==> config.mk <==
export PLATFORM = sky130hd
export DESIGN_NAME = mem_wb_stage
export DESIGN_NICKNAME = d
export VERILOG_FILES = /design/src/rtl/mem_wb_stage_pkg.sv /design/src/rtl/mem_wb_stage_load_aligner.sv /design/src/rtl/mem_wb_stage.sv
export SDC_FILE = /design/constraint.sdc
export NUM_CORES = 1
export LEC_CHECK = 0
export BUFFER_PORTS_ARGS = -buffer_cell sky130_fd_sc_hd__buf_2
export CORE_MARGIN = 3
export CORE_UTILIZATION = 25
export CTS_CLUSTER_SIZE = 28
export DETAILED_ROUTE_END_ITERATION = 8
export GPL_TIMING_DRIVEN = 1
export HOLD_SLACK_MARGIN = 0.15
export PLACE_DENSITY = 0.52
export SLEW_MARGIN = 5
export SYNTH_ARGS = -nofsm -noshare
export SYNTH_HDL_FRONTEND = slang
export SYNTH_SLANG_ARGS = --single-unit
==> constraint.sdc <==
create_clock -name clk -period 3.1 [get_ports clk]
set_clock_uncertainty 0.15 [all_clocks]
set_input_delay 0.155 -clock clk [delete_from_list [all_inputs] [get_ports clk]]
set_output_delay 0.155 -clock clk [all_outputs]
set_load 0.02 [all_outputs]
==> src/rtl/mem_wb_stage_pkg.sv <==
// Shared constants for the MEM/WB stage: datapath widths, writeback-select
// codes, load funct3 codes and the load legality check.
package mem_wb_stage_pkg;

  localparam int DataWidth   = 32;
  localparam int AddrWidth   = 32;
  localparam int RegNumWidth = 5;

  // Writeback result source
  localparam logic [1:0] WB_ALU  = 2'd0;
  localparam logic [1:0] WB_LOAD = 2'd1;
  localparam logic [1:0] WB_PC4  = 2'd2;
  localparam logic [1:0] WB_IMM  = 2'd3;

  // Load types (funct3)
  localparam logic [2:0] F3_LB  = 3'b000;
  localparam logic [2:0] F3_LH  = 3'b001;
  localparam logic [2:0] F3_LW  = 3'b010;
  localparam logic [2:0] F3_LBU = 3'b100;
  localparam logic [2:0] F3_LHU = 3'b101;

  // A load faults when misaligned for its size or when funct3 is not a load.
  function automatic logic load_fault_f(input logic [2:0] funct3,
                                        input logic [1:0] offset);
    logic f;
    case (funct3)
      F3_LB, F3_LBU: f = 1'b0;
      F3_LH, F3_LHU: f = offset[0];
      F3_LW:         f = (offset != 2'b00);
      default:       f = 1'b1;
    endcase
    return f;
  endfunction

endpackage

==> src/rtl/mem_wb_stage_load_aligner.sv <==
// Load-data formatter: picks the addressed byte/halfword lane out of the raw
// memory word and sign- or zero-extends it. Faulting loads return zero.
module load_aligner
  import mem_wb_stage_pkg::*;
#(
  parameter int DATA_W = DataWidth
) (
  input  logic [DATA_W-1:0] rdata,
  input  logic [1:0]        offset,
  input  logic [2:0]        funct3,
  output logic [DATA_W-1:0] data,
  output logic              fault
);

  logic [7:0]  lane [4];
  logic [7:0]  byte_sel;
  logic [15:0] half_sel;

  // Split the word into its four byte lanes
  generate
    for (genvar gi = 0; gi < 4; gi++) begin : g_lane
      assign lane[gi] = rdata[8*gi +: 8];
    end
  endgenerate

  // Select lane, extend, and zero the result on a fault
  always_comb begin
    data     = '0;
    fault    = load_fault_f(funct3, offset);
    byte_sel = lane[offset];
    half_sel = offset[1] ? {lane[3], lane[2]} : {lane[1], lane[0]};
    if (!fault) begin
      case (funct3)
        F3_LB:   data = {{(DATA_W-8){byte_sel[7]}}, byte_sel};
        F3_LBU:  data = {{(DATA_W-8){1'b0}}, byte_sel};
        F3_LH:   data = {{(DATA_W-16){half_sel[15]}}, half_sel};
        F3_LHU:  data = {{(DATA_W-16){1'b0}}, half_sel};
        F3_LW:   data = rdata;
        default: data = '0;
      endcase
    end
  end

endmodule

==> src/rtl/mem_wb_stage.sv <==
// MEM/WB pipeline register: selects and formats the writeback value, holds it
// for the register file write port, and counts retired instructions.
module mem_wb_stage
  import mem_wb_stage_pkg::*;
#(
  parameter int DATA_W = DataWidth,
  parameter int ADDR_W = AddrWidth,
  parameter int REG_W  = RegNumWidth
) (
  input  logic              clk,
  input  logic              reset,
  input  logic              in_valid,
  input  logic [ADDR_W-1:0] in_pc,
  input  logic [REG_W-1:0]  in_rd,
  input  logic              in_reg_write,
  input  logic [1:0]        in_wb_sel,
  input  logic [DATA_W-1:0] in_alu_result,
  input  logic [DATA_W-1:0] in_mem_rdata,
  input  logic [2:0]        in_funct3,
  input  logic [DATA_W-1:0] in_imm,
  input  logic              stall,
  input  logic              flush,
  output logic              regWriteEnable,
  output logic [REG_W-1:0]  regWriteNum,
  output logic [DATA_W-1:0] regWriteData,
  output logic              wb_valid,
  output logic [ADDR_W-1:0] wb_pc,
  output logic              load_fault,
  output logic [63:0]       instret
);

  logic [DATA_W-1:0] load_data;
  logic              load_fault_w;
  logic [DATA_W-1:0] sel_result;

  logic              valid_q, valid_d;
  logic              fresh_q, fresh_d;
  logic [ADDR_W-1:0] pc_q, pc_d;
  logic [REG_W-1:0]  rd_q, rd_d;
  logic              reg_write_q, reg_write_d;
  logic [1:0]        wb_sel_q, wb_sel_d;
  logic [2:0]        funct3_q, funct3_d;
  logic [1:0]        offset_q, offset_d;
  logic [DATA_W-1:0] result_q, result_d;
  logic [63:0]       instret_q, instret_d;

  load_aligner #(.DATA_W(DATA_W)) u_load_aligner (
    .rdata  (in_mem_rdata),
    .offset (in_alu_result[1:0]),
    .funct3 (in_funct3),
    .data   (load_data),
    .fault  (load_fault_w)
  );

  // Pick the writeback value ahead of the register
  always_comb begin
    sel_result = in_alu_result;
    case (in_wb_sel)
      WB_LOAD: sel_result = load_fault_w ? '0 : load_data;
      WB_PC4:  sel_result = DATA_W'(in_pc + ADDR_W'(4));
      WB_IMM:  sel_result = in_imm;
      default: sel_result = in_alu_result;
    endcase
  end

  // Next state: bubble beats hold, hold beats capture; a held instruction
  // stops being fresh once it has been counted on its first WB cycle
  always_comb begin
    valid_d     = valid_q;
    fresh_d     = fresh_q;
    pc_d        = pc_q;
    rd_d        = rd_q;
    reg_write_d = reg_write_q;
    wb_sel_d    = wb_sel_q;
    funct3_d    = funct3_q;
    offset_d    = offset_q;
    result_d    = result_q;
    instret_d   = instret_q + 64'(valid_q & fresh_q);
    if (flush) begin
      valid_d     = 1'b0;
      reg_write_d = 1'b0;
      fresh_d     = 1'b0;
    end else if (stall) begin
      fresh_d = 1'b0;
    end else begin
      valid_d     = in_valid;
      fresh_d     = in_valid;
      pc_d        = in_pc;
      rd_d        = in_rd;
      reg_write_d = in_reg_write;
      wb_sel_d    = in_wb_sel;
      funct3_d    = in_funct3;
      offset_d    = in_alu_result[1:0];
      result_d    = sel_result;
    end
  end

  // State register with synchronous reset overriding stall and flush
  always_ff @(posedge clk) begin
    if (reset) begin
      valid_q     <= 1'b0;
      fresh_q     <= 1'b0;
      pc_q        <= '0;
      rd_q        <= '0;
      reg_write_q <= 1'b0;
      wb_sel_q    <= '0;
      funct3_q    <= '0;
      offset_q    <= '0;
      result_q    <= '0;
      instret_q   <= '0;
    end else begin
      valid_q     <= valid_d;
      fresh_q     <= fresh_d;
      pc_q        <= pc_d;
      rd_q        <= rd_d;
      reg_write_q <= reg_write_d;
      wb_sel_q    <= wb_sel_d;
      funct3_q    <= funct3_d;
      offset_q    <= offset_d;
      result_q    <= result_d;
      instret_q   <= instret_d;
    end
  end

  assign wb_valid       = valid_q;
  assign wb_pc          = pc_q;
  assign load_fault     = valid_q & (wb_sel_q == WB_LOAD) & load_fault_f(funct3_q, offset_q);
  assign regWriteEnable = valid_q & reg_write_q & (rd_q != '0) & ~load_fault;
  assign regWriteNum    = rd_q;
  assign regWriteData   = result_q;
  assign instret        = instret_q;

endmodule
==> results.sh, run 1 <==
export IMPL_hold_viol_final=0
export IMPL_start_kind="primary input"
export IMPL_cts_root_buf="clkbuf_16"
export IMPL_synth_area_leaders="dfxtp_1 (36%), nand2_1 (7.9%), a21oi_1 (6.9%)"
export IMPL_cts_tree="built"
export IMPL_cp_arrival_ns=3.27
export IMPL_grt_pass1_vias=9254
export IMPL_cts_buffers_inserted=17
export IMPL_die_y_microns=185
export IMPL_drt_pass1_iterations=5
export IMPL_synth_edf_count=0
export IMPL_cp_required_ns=3.32
export IMPL_dp_final_hpwl_microns=26800
export IMPL_drive_gt1_share_pct=25.3
export IMPL_start_util_pct=25.7
export IMPL_vdd_drop_max_uv=364
export IMPL_vias_per_cell=5.28
export IMPL_cts_clk_slew_worst_paths_ns=0.06
export IMPL_r2r_cells=8
export IMPL_path_class="primary input to flip-flop"
export IMPL_synth_xor_area_share_pct=4.17
export IMPL_ys_flop_type="dfxtp_1"
export IMPL_synthAdderAreaFrac_pct=0.471
export IMPL_p_per_area_nw_per_um2=414
export IMPL_grt_pass1_wl_microns=54400
export IMPL_tightest_slew_ns=0.736
export IMPL_ys_ff_latch=143
export IMPL_maxCapViolations=0
export IMPL_r2r_setup_slack_ns=0.37
export IMPL_pre_cts_ws_ns=0.365
export IMPL_layout_setup_ws_ns=0.0547
export IMPL_post_cts_buffers=0
export IMPL_synth_cell_types=73
export IMPL_grt_usage_pct=20.6
export IMPL_port_buffers=279
export IMPL_drt_initial_drc_count=681
export IMPL_antenna_found_initial=1
export IMPL_async_flop_share_pct=0
export IMPL_insertion_delay_ns=0.43
export IMPL_synthCells=1032
export IMPL_drt_wl_total_microns=36100
export IMPL_synth_area_sq_um=7970
export IMPL_p_leak_nw=4.85
export IMPL_rsz0062_at_grt="no"
export IMPL_ys_warn_count=0
export IMPL_yosys_area_top_type="dfxtp_1"
export IMPL_crit_path_end_kind="flip-flop"
export IMPL_reg2reg_from="wb_valid"
export IMPL_endpoint="regWriteData[10]"
export IMPL_finalCriticalPeriod_ns=3.05
export IMPL_relSlewSlack_pct=50.5
export IMPL_grt_ovfl_total=0
export IMPL_antenna_left=0
export IMPL_post_synth_cell_area_avg_sq_um=7.73
export IMPL_cts_htree_levels=4
export IMPL_final_setup_tns_ns=0
export IMPL_route_detailed_wl_per_inst_microns=19.8
export IMPL_drv_slew=0
export IMPL_die_w_microns=185
export IMPL_vias=9630
export IMPL_core_area_sq_um=31000
export IMPL_ios=280
export IMPL_hold_class="primary input to flip-flop"
export IMPL_synth_compound_area_share_pct=23.5
export IMPL_setup_viol=0
export IMPL_grt_start_max_net_pins=51
export IMPL_status="completed"
export IMPL_ys_seq_area_share_pct=35.9
export IMPL_crit_fanout=19
export IMPL_crit_start="reset"
export IMPL_r2r_end="instret[52]"
export IMPL_num_fill_cells=3214
export IMPL_synth_top_family_by_area="simple AND/OR/NAND/NOR gates"
export IMPL_muxShareOfSynthArea_pct=3.42
export IMPL_cts_max_path_buffers=2
export IMPL_area_growth_pct=47.4
export IMPL_drc=0
export IMPL_fin_crit_sh_pct=98.2
export IMPL_fin_nets=1561
export IMPL_clock_sinks=143
export IMPL_die_area_sq_um=34100
export IMPL_synth_fp_nets=1179
export IMPL_rows=64
export IMPL_max_freq_ghz=0.328
export IMPL_yosys_area_share_simple_pct=28.0
export IMPL_gp_congestion=0.885
export IMPL_synth_top_area_share_pct=35.9
[power breakdown]
part | switching (W) | internal, W | total, W | leakage (nW)
logic | 0.000476 | 0.000360 | 0.000836 | 3.41
clock network | 0.000887 | 0.00123 | 0.00212 | 0.274
registers | 0.0000283 | 0.00189 | 0.00192 | 1.16
[per-layer routing]
metal / part of all wire (%) / routed length, microns / up-vias / track usage (%)
li1: - / - / 4587 / -
met1: 41 / 15000 / 4562 / 26.1
met2: 47 / 16900 / 429 / 34.1
met3: 8.5 / 3080 / 50 / 4.74
met4: 3.2 / 1170 / 2 / 7.89
met5: 0.036 / 13 / - / 0
[worst min-delay path by stage]
| stage | from | end | slack (ns) | depth (start not counted) |
|---|---|---|---|---|
| after detailed placement | in_valid | fresh_q | 0.25 | 2 |
| after global placement | in_rd[4] | regWriteNum[4] | 0.25 | 3 |
| after floorplan | flush | reg_write_q | 0.08 | 1 |
| after global routing | in_mem_rdata[0] | regWriteData[0] | 0.21 | 4 |
| after CTS | in_mem_rdata[26] | regWriteData[26] | 0.15 | 4 |
| final | in_mem_rdata[26] | regWriteData[26] | 0.18 | 4 |
[state kept, by name, summed over array words and instances, names as in the netlist, 2 cells and up]
signal	flops
funct3_q	3
wb_pc	32
instret	64
regWriteData	32
offset_q	2
regWriteNum	5
wb_sel_q	2
[repair_timing]
item | in CTS | in global routing
endpoints found under the hold margin | 79 | 0
endpoints found under the setup margin | 0 | 10
resized for setup | 0 | 12
hold buffers | 133 | 0
[synth_stat cells (4+ instances only)]
master and instances:
a211oi_1 6, a21o_1 4, a21oi_1 110, a221o_1 5, a221oi_1 12, a22o_1 5
a22oi_1 9, a2bb2oi_1 7, a31oi_1 4, and2_1 8, and3_1 14, and4_1 12
buf_1 12, clkbuf_1 58, dfxtp_1 143, inv_1 16, mux2_2 5, mux2i_1 16
nand2_1 167, nand2b_1 4, nand3_1 31, nand4_1 22, nor2_1 73, nor2b_1 10
nor3_1 20, nor4_1 20, o211ai_1 5, o21ai_0 29, o21ai_1 12, o221ai_1 4
o22ai_1 5, o31a_1 4, o31ai_1 27, o32ai_1 7, or2_2 4, or3_1 15
or4_1 28, xnor2_1 27, xor2_1 11
[placed cells by master (no fill, tap or decap), types with 6 or more instances in the layout]
cell type	Yosys	final
o21ai_1	12	13
nor2_1	73	72
nor4_1	20	19
clkbuf_16	0	17
mux2i_1	16	16
o32ai_1	7	7
nor3_1	20	20
o31ai_1	27	27
xnor2_1	27	27
a21oi_1	110	110
buf_4	1	24
dfxtp_1	143	143
nand4_1	22	22
or3_1	15	15
a221oi_1	12	11
a2bb2oi_1	7	7
and4_1	12	12
or4_1	28	27
inv_1	16	16
o21ai_0	29	28
nor2b_1	10	10
dlygate4sd3_1	0	133
nand2_1	167	167
and3_1	14	14
xor2_1	11	11
and2_1	8	8
a211oi_1	6	6
nand3_1	31	31
buf_2	2	275
a22oi_1	9	9
[kinds of logic (layout without fill, tap and decap cells)]
| logic type | Yosys count | in the layout |
|---|---|---|
| AO/OA/AOI/OAI | 287 | 287 |
| XOR/XNOR | 38 | 38 |
| adder cells (fa/ha/maj) | 3 | 3 |
| buffers and inverters | 91 | 485 |
| flip-flops | 143 | 143 |
| multiplexers | 25 | 25 |
| other | 0 | 2 |
| AND/OR/NAND/NOR | 445 | 445 |
[final cells by class]
class | instances | area (sq um) | area share, %
diodes | 2 | 5.00 | 0.0426
clock buffers | 19 | 453 | 3.86
inverters | 16 | 60.1 | 0.511
well taps | 396 | 495 | 4.22
repair buffers | 438 | 2960 | 25.2
multi-input cells | 798 | 4780 | 40.7
flip-flops and latches | 143 | 2860 | 24.4
clock inverters | 12 | 138 | 1.17
[critical path, stage by stage]
cell,delay (ns)
dlygate4sd3_1,0.58
buf_6,0.19
or3_1,0.33
buf_4,0.20
nor2_1,0.12
o21ai_0,0.17
o32ai_1,0.29
dlygate4sd3_1,0.59
a31o_1,0.09
dlygate4sd3_1,0.54
[metrics by stage]
stage          total power, W  hold WS, ns  instance area, sq um  util (%)  std cells
2_1_floorplan         0.00231       0.0843                  7970         -       1032
3_3_place_gp          0.00264        0.246                  9780      31.6       1658
3_5_place_dp          0.00265        0.253                  9780      31.6       1658
4_1_cts               0.00491        0.154                 11700      37.8       1822
5_1_grt               0.00506        0.208                 11700      37.9       1822
6_report              0.00487        0.178                 11700      37.9       1824
(Power assumes the default switching activity.)
==> run 2, diff against run 1 <==
- BUFFER_PORTS_ARGS: -buffer_cell sky130_fd_sc_hd__buf_2 -> unset
- CORE_MARGIN: 3 -> 8
- DONT_BUFFER_PORTS: unset -> 1
- GPL_TIMING_DRIVEN: 1 -> 0
- PLACE_DENSITY: 0.52 -> 0.44
==> run 2 against run 1 <==
Flip-flop and latch count unchanged; count of clock-buffer cells in the layout increased by 1; setup slack improved by 0.12 ns; non-clock buffer count decreased by 231; clock power increased by 9%; first-iteration DRC count increased by 5.4%; hold slack got worse by 0.0047 ns; largest power group unchanged.
==> results.sh, run 2 (synthesis gave the netlist of run 1 again) <==
export IMPL_status="completed"
export IMPL_cts_clk_slew_worst_paths_ns=0.07
export IMPL_path_class="flip-flop to flip-flop"
export IMPL_critical_path_cell_chain="nand4_1, or4_1, or3_1, buf_2, nor4_1, mux2_1"
export IMPL_post_cts_buffers=0
export IMPL_fin_util_pct=33.3
export IMPL_grt_usage_pct=20.5
export IMPL_port_buffers=0
export IMPL_crit_path_end_kind="flip-flop"
export IMPL_crit_start="instret[9]"
export IMPL_fin_crit_sh_pct=94.4
export IMPL_grt_start_max_net_pins=17
export IMPL_largest_register_ff_count=64
export IMPL_insertion_delay_ns=0.45
export IMPL_hold_viol_final=0
export IMPL_cts_root_buf="clkbuf_16"
export IMPL_finalCriticalPeriod_ns=2.93
export IMPL_die_area_sq_um=37900
export IMPL_p_switching_w=0.00135
export IMPL_crit_fanout=8
export IMPL_slowest_stage="or4_1"
export IMPL_p_clk_share_pct=46.8
export IMPL_hp_start="reset"
export IMPL_cts_htree_levels=4
export IMPL_max_freq_ghz=0.342
export IMPL_vias_per_cell=5.56
export IMPL_rows=65
export IMPL_max_stage_delay_ns=0.63
export IMPL_core_area_sq_um=31500
export IMPL_comb_power_share_pct=12.7
export IMPL_gp_congestion=0.911
export IMPL_pre_cts_ws_ns=-0.447
export IMPL_fin_nets=1330
export IMPL_area_growth_pct=31.5
export IMPL_final_cell_mix="nand2_1 (167), dfxtp_1 (142), dlygate4sd3_1 (132)"
export IMPL_start_kind="flip-flop"
export IMPL_swShare_pct=27.3
export IMPL_pwr_share_seq_pct=40.5
export IMPL_die_y_microns=195
export IMPL_num_fill_cells=3370
export IMPL_cts_buffers_inserted=17
export IMPL_cts_max_path_buffers=2
export IMPL_drt_initial_drc_count=718
export IMPL_final_setup_tns_ns=0
export IMPL_p_total_w=0.00495
export IMPL_rsz0062_at_grt="no"
export IMPL_drv_slew=0
export IMPL_vdd_drop_max_uv=391
export IMPL_drc=0
export IMPL_regArea_sq_um=2870
export IMPL_maxCapViolations=0
export IMPL_grt_ovfl_total=0
export IMPL_layout_setup_ws_ns=0.173
export IMPL_place_area_sq_um=8480
export IMPL_endpoint="instret[50]"
export IMPL_die_w_microns=195
export IMPL_setup_viol=0
export IMPL_cp_arrival_ns=3.11
export IMPL_tightest_slew_ns=0.876
export IMPL_r2r_cells=6
export IMPL_layout_commonest_cell="nand2_1"
export IMPL_cp_required_ns=3.28
export IMPL_clock_sinks=143
export IMPL_drt_pass1_iterations=5
export IMPL_drt_wl_total_microns=40000
export IMPL_ios=280
export IMPL_dp_final_hpwl_microns=30300
export IMPL_drive_gt1_share_pct=5.36
export IMPL_cts_tree="built"
export IMPL_start_util_pct=25.3
export IMPL_antenna_left=0
export IMPL_reg2reg_from="instret[9]"
export IMPL_vias=8911
export IMPL_finish_instance_area_sq_um=10500
export IMPL_grt_pass1_vias=8801
export IMPL_r2r_setup_slack_ns=0.17
export IMPL_grt_pass1_wl_microns=58800
export IMPL_route_detailed_wl_per_inst_microns=24.9
export IMPL_hold_class="primary input to flip-flop"
export IMPL_intPower_w=0.00360
export IMPL_p_leak_nw=3.52
export IMPL_p_per_area_nw_per_um2=472
export IMPL_multi_input_area_sq_um=4770
export IMPL_relSlewSlack_pct=41.6
export IMPL_antenna_found_initial=6
export IMPL_r2r_end="instret[50]"
-- run 2: cell count changes in the layout (fill, tap and decap cells not counted), sizes merged, moves of 3 or more --
cell / before / now
clkinvlp: 5 / 0
buf: 303 / 18
diode: 2 / 7
bufinv: 2 / 5
clkbuf: 21 / 77
-- run 2: how the worst min path moves through the flow --
stage | slack, ns | end | cells past startpoint
after floorplan | 0.08 | reg_write_q | 1
after CTS | 0.16 | instret[63] | 3
after global placement | 0.09 | reg_write_q | 1
after global routing | 0.21 | instret[62] | 3
final | 0.17 | instret[63] | 3
after detailed placement | 0.09 | wb_valid | 1
-- run 2: cell type report --
| cell class | instances | area share (%) |
|---|---|---|
| timing repair buffer | 132 | 12.6 |
| multi-input combinational | 798 | 45.5 |
| sequential | 143 | 27.3 |
| antenna | 7 | 0.167 |
| buffer | 75 | 2.95 |
| clock inverter | 11 | 1.79 |
| clock buffer | 20 | 4.26 |
| tap | 402 | 4.80 |
| inverter | 16 | 0.573 |
-- run 2: power by group through the flow --
stage / logic, W / registers, W / clock network (W)
finish: 0.000629 / 0.00200 / 0.00231
global route: 0.000676 / 0.00201 / 0.00244
CTS: 0.000618 / 0.00200 / 0.00237
detailed placement: 0.000440 / 0.00204 / 0
global placement: 0.000437 / 0.00205 / 0
floorplan: 0.000299 / 0.00201 / 0
-- run 2: timing repair --
action                                  4_1_cts  5_1_grt
endpoints found under the setup margin       25       21
gates resized for setup                       8       10
hold buffers                                131        1
endpoints found under the hold margin        76        2
-- run 2: worst max-delay path: cells and delay by family, from the launching register on --
kind / cells / cell delay, ns
and+or+nand+nor: 4 / 1.54
muxes: 1 / 0.36
DFF: 1 / 0.57
buffers and inverters: 1 / 0.19
-- run 2: per-layer routing --
layer	vias to the layer above	wire [microns]	GRT usage, %	part of all wire [%]
met5	-	13	0	0.033
met4	2	1200	7.78	3.0
met3	73	4180	7.98	10
met2	402	18600	33.6	47
met1	4309	16000	23.9	40
li1	4125	-	-	-
-- run 2: stage by stage --
step / cells / hold slack (ns)
after detailed placement: 1434 / 0.0898
after global routing: 1602 / 0.206
after floorplan: 1032 / 0.0843
final: 1604 / 0.173
after global placement: 1434 / 0.0866
after CTS: 1596 / 0.157
==> run 3, diff against run 2 <==
- SETUP_SLACK_MARGIN: unset -> 0.4
==> run 3 against run 2 <==
Cell count grew 0.50%; largest cell class unchanged; power shrank 0.22%; core utilization grew 0.75 points; sequential power is essentially flat; global-route usage grew 0.066 points; critical endpoint is now regWriteData[22]; flip-flop and latch count is the same; count of clock-buffer cells in the layout is the same; hold slack gained 0.0094 ns; combinational power is essentially flat; die area is the same; design area grew 2.3%.
==> results.sh, run 3 (synthesis gave the netlist of run 1 again) <==
export IMPL_status="completed"
export IMPL_drt_pass1_iterations=5
export IMPL_drt_wl_total_microns=40100
export IMPL_finalCriticalPeriod_ns=2.62
export IMPL_fin_util_pct=34.1
export IMPL_crit_path_end_kind="flip-flop"
export IMPL_regArea_sq_um=2910
export IMPL_insertion_delay_ns=0.45
export IMPL_cp_num_buf_inv=4
export IMPL_route_detailed_wl_per_inst_microns=24.9
export IMPL_r2r_cells=7
export IMPL_drive_gt1_share_pct=9.23
export IMPL_grt_ovfl_total=0
export IMPL_rsz0062_at_grt="yes"
export IMPL_met2_usage_pct=33.9
export IMPL_cp_arrival_ns=2.80
export IMPL_grt_busiest_layer="met2"
export IMPL_grt_start_max_net_pins=17
export IMPL_layout_commonest_cell="nand2_1"
export IMPL_grt_usage_pct=20.6
export IMPL_hold_ws_ns=0.182
export IMPL_die_w_microns=195
export IMPL_gr_usage_met3_pct=8.12
export IMPL_fin_crit_sh_pct=84.6
export IMPL_num_fill_cells=3328
export IMPL_p_leak_nw=3.60
export IMPL_cts_root_buf="clkbuf_16"
export IMPL_setup_viol=0
export IMPL_port_buffers=0
export IMPL_antenna_left=0
export IMPL_max_stage_delay_ns=0.58
export IMPL_vdd_drop_max_uv=384
export IMPL_vias=8916
export IMPL_cts_buffers_inserted=17
export IMPL_cts_clk_slew_worst_paths_ns=0.07
export IMPL_area_growth_pct=34.5
export IMPL_cp_required_ns=3.28
export IMPL_drt_initial_drc_count=609
export IMPL_drc=0
export IMPL_crit_fanout=9
export IMPL_grt_pass1_wl_microns=59300
export IMPL_grt_pass1_vias=8931
export IMPL_path_class="primary input to flip-flop"
export IMPL_maxCapViolations=0
export IMPL_drv_slew=0
export IMPL_die_area_sq_um=37900
export IMPL_start_util_pct=25.3
export IMPL_core_area_sq_um=31500
export IMPL_final_cell_mix="nand2_1 (167), dlygate4sd3_1 (131), dfxtp_1 (123)"
export IMPL_ios=280
export IMPL_clock_sinks=143
export IMPL_slowest_stage="dlygate4sd3_1"
export IMPL_critical_path_cell_chain="clkbuf_1, or3_1, clkbuf_1, a211oi_1, dlygate4sd3_1, a221o_1, dlygate4sd3_1"
export IMPL_hold_depth=4
export IMPL_die_y_microns=195
export IMPL_rows=65
export IMPL_max_freq_ghz=0.381
export IMPL_p_per_area_nw_per_um2=460
export IMPL_start_kind="primary input"
export IMPL_cts_max_path_buffers=2
export IMPL_largest_register_ff_count=64
export IMPL_antenna_found_initial=4
export IMPL_hold_class="primary input to flip-flop"
export IMPL_vias_per_cell=5.53
export IMPL_gp_congestion=0.911
export IMPL_cts_htree_levels=4
export IMPL_tightest_slew_ns=0.844
export IMPL_met1_usage_pct=24.0
export IMPL_path_depth=7
export IMPL_relSlewSlack_pct=43.3
export IMPL_fin_nets=1338
export IMPL_multi_input_area_sq_um=4850
export IMPL_crit_family="buffers and inverters"
export IMPL_hold_viol_final=0
export IMPL_cts_tree="built"
export IMPL_dp_final_hpwl_microns=30300
-- run 3: cell types whose count changed in the layout (fill, tap and decap cells not counted), sizes merged --
cell / delta
dlygate4sd3: -1
clkbuf: +4
buf: +5
-- run 3: repair_timing --
action,CTS,global route
cloned,0,1
buffers inserted,6,2
pin swaps,2,2
hold buffers,131,0
endpoints found under the setup margin,33,42
hold endpoints to repair,76,0
gates resized for setup,37,41
-- run 3: final timing paths --
check / startpoint / end / slack, ns
setup / recovery: reset / regWriteData[22] / 0.48
hold / removal: flush / regWriteData[29] / 0.18
setup reg to reg: instret[24] / instret[39] / 0.50
hold reg to reg: offset_q[1] / offset_q[1] / 0.30
-- run 3: worst min-delay path, delay by kind of cell --
family           cells  cell delay [ns]
AND/OR/NAND/NOR      2             0.20
AO/OA/AOI/OAI        2             0.38
-- run 3: per-stage QoR --
step	setup WS (ns)	power [W]	cells	area [sq um]	setup TNS [ns]
6_report	0.478	0.00494	1612	10700	0
3_5_place_dp	-0.447	0.00248	1434	8480	-7.49
5_1_grt	0.332	0.00512	1609	10700	0
3_3_place_gp	-0.458	0.00248	1434	8480	-7.04
2_1_floorplan	0.402	0.00231	1032	7970	0
4_1_cts	0.404	0.00500	1602	10600	0
-- run 3: area by class of cell --
type	instances	share of cell area [%]
diodes	7	0.163
plain buffers	75	3.27
clock buffers	20	4.17
clock inverters	11	1.75
inverters	16	0.560
multi-input cells	798	45.3
flip-flops and latches	143	27.1
well taps	402	4.69
repair buffers	140	13.0
-- run 3: layer usage --
metal | vias up | part of all wire [%] | routed length [microns]
met1 | 4288 | 39 | 15800
met3 | 70 | 11 | 4410
met2 | 412 | 47 | 18700
li1 | 4146 | - | -
met4 | 0 | 2.9 | 1160
met5 | - | 0 | 0
-- run 3: power by group --
| part | internal, W | switching (W) | total (W) |
|---|---|---|---|
| Clock | 0.00144 | 0.000867 | 0.00231 |
| Sequential | 0.00188 | 0.000113 | 0.00200 |
| Combinational | 0.000264 | 0.000366 | 0.000629 |
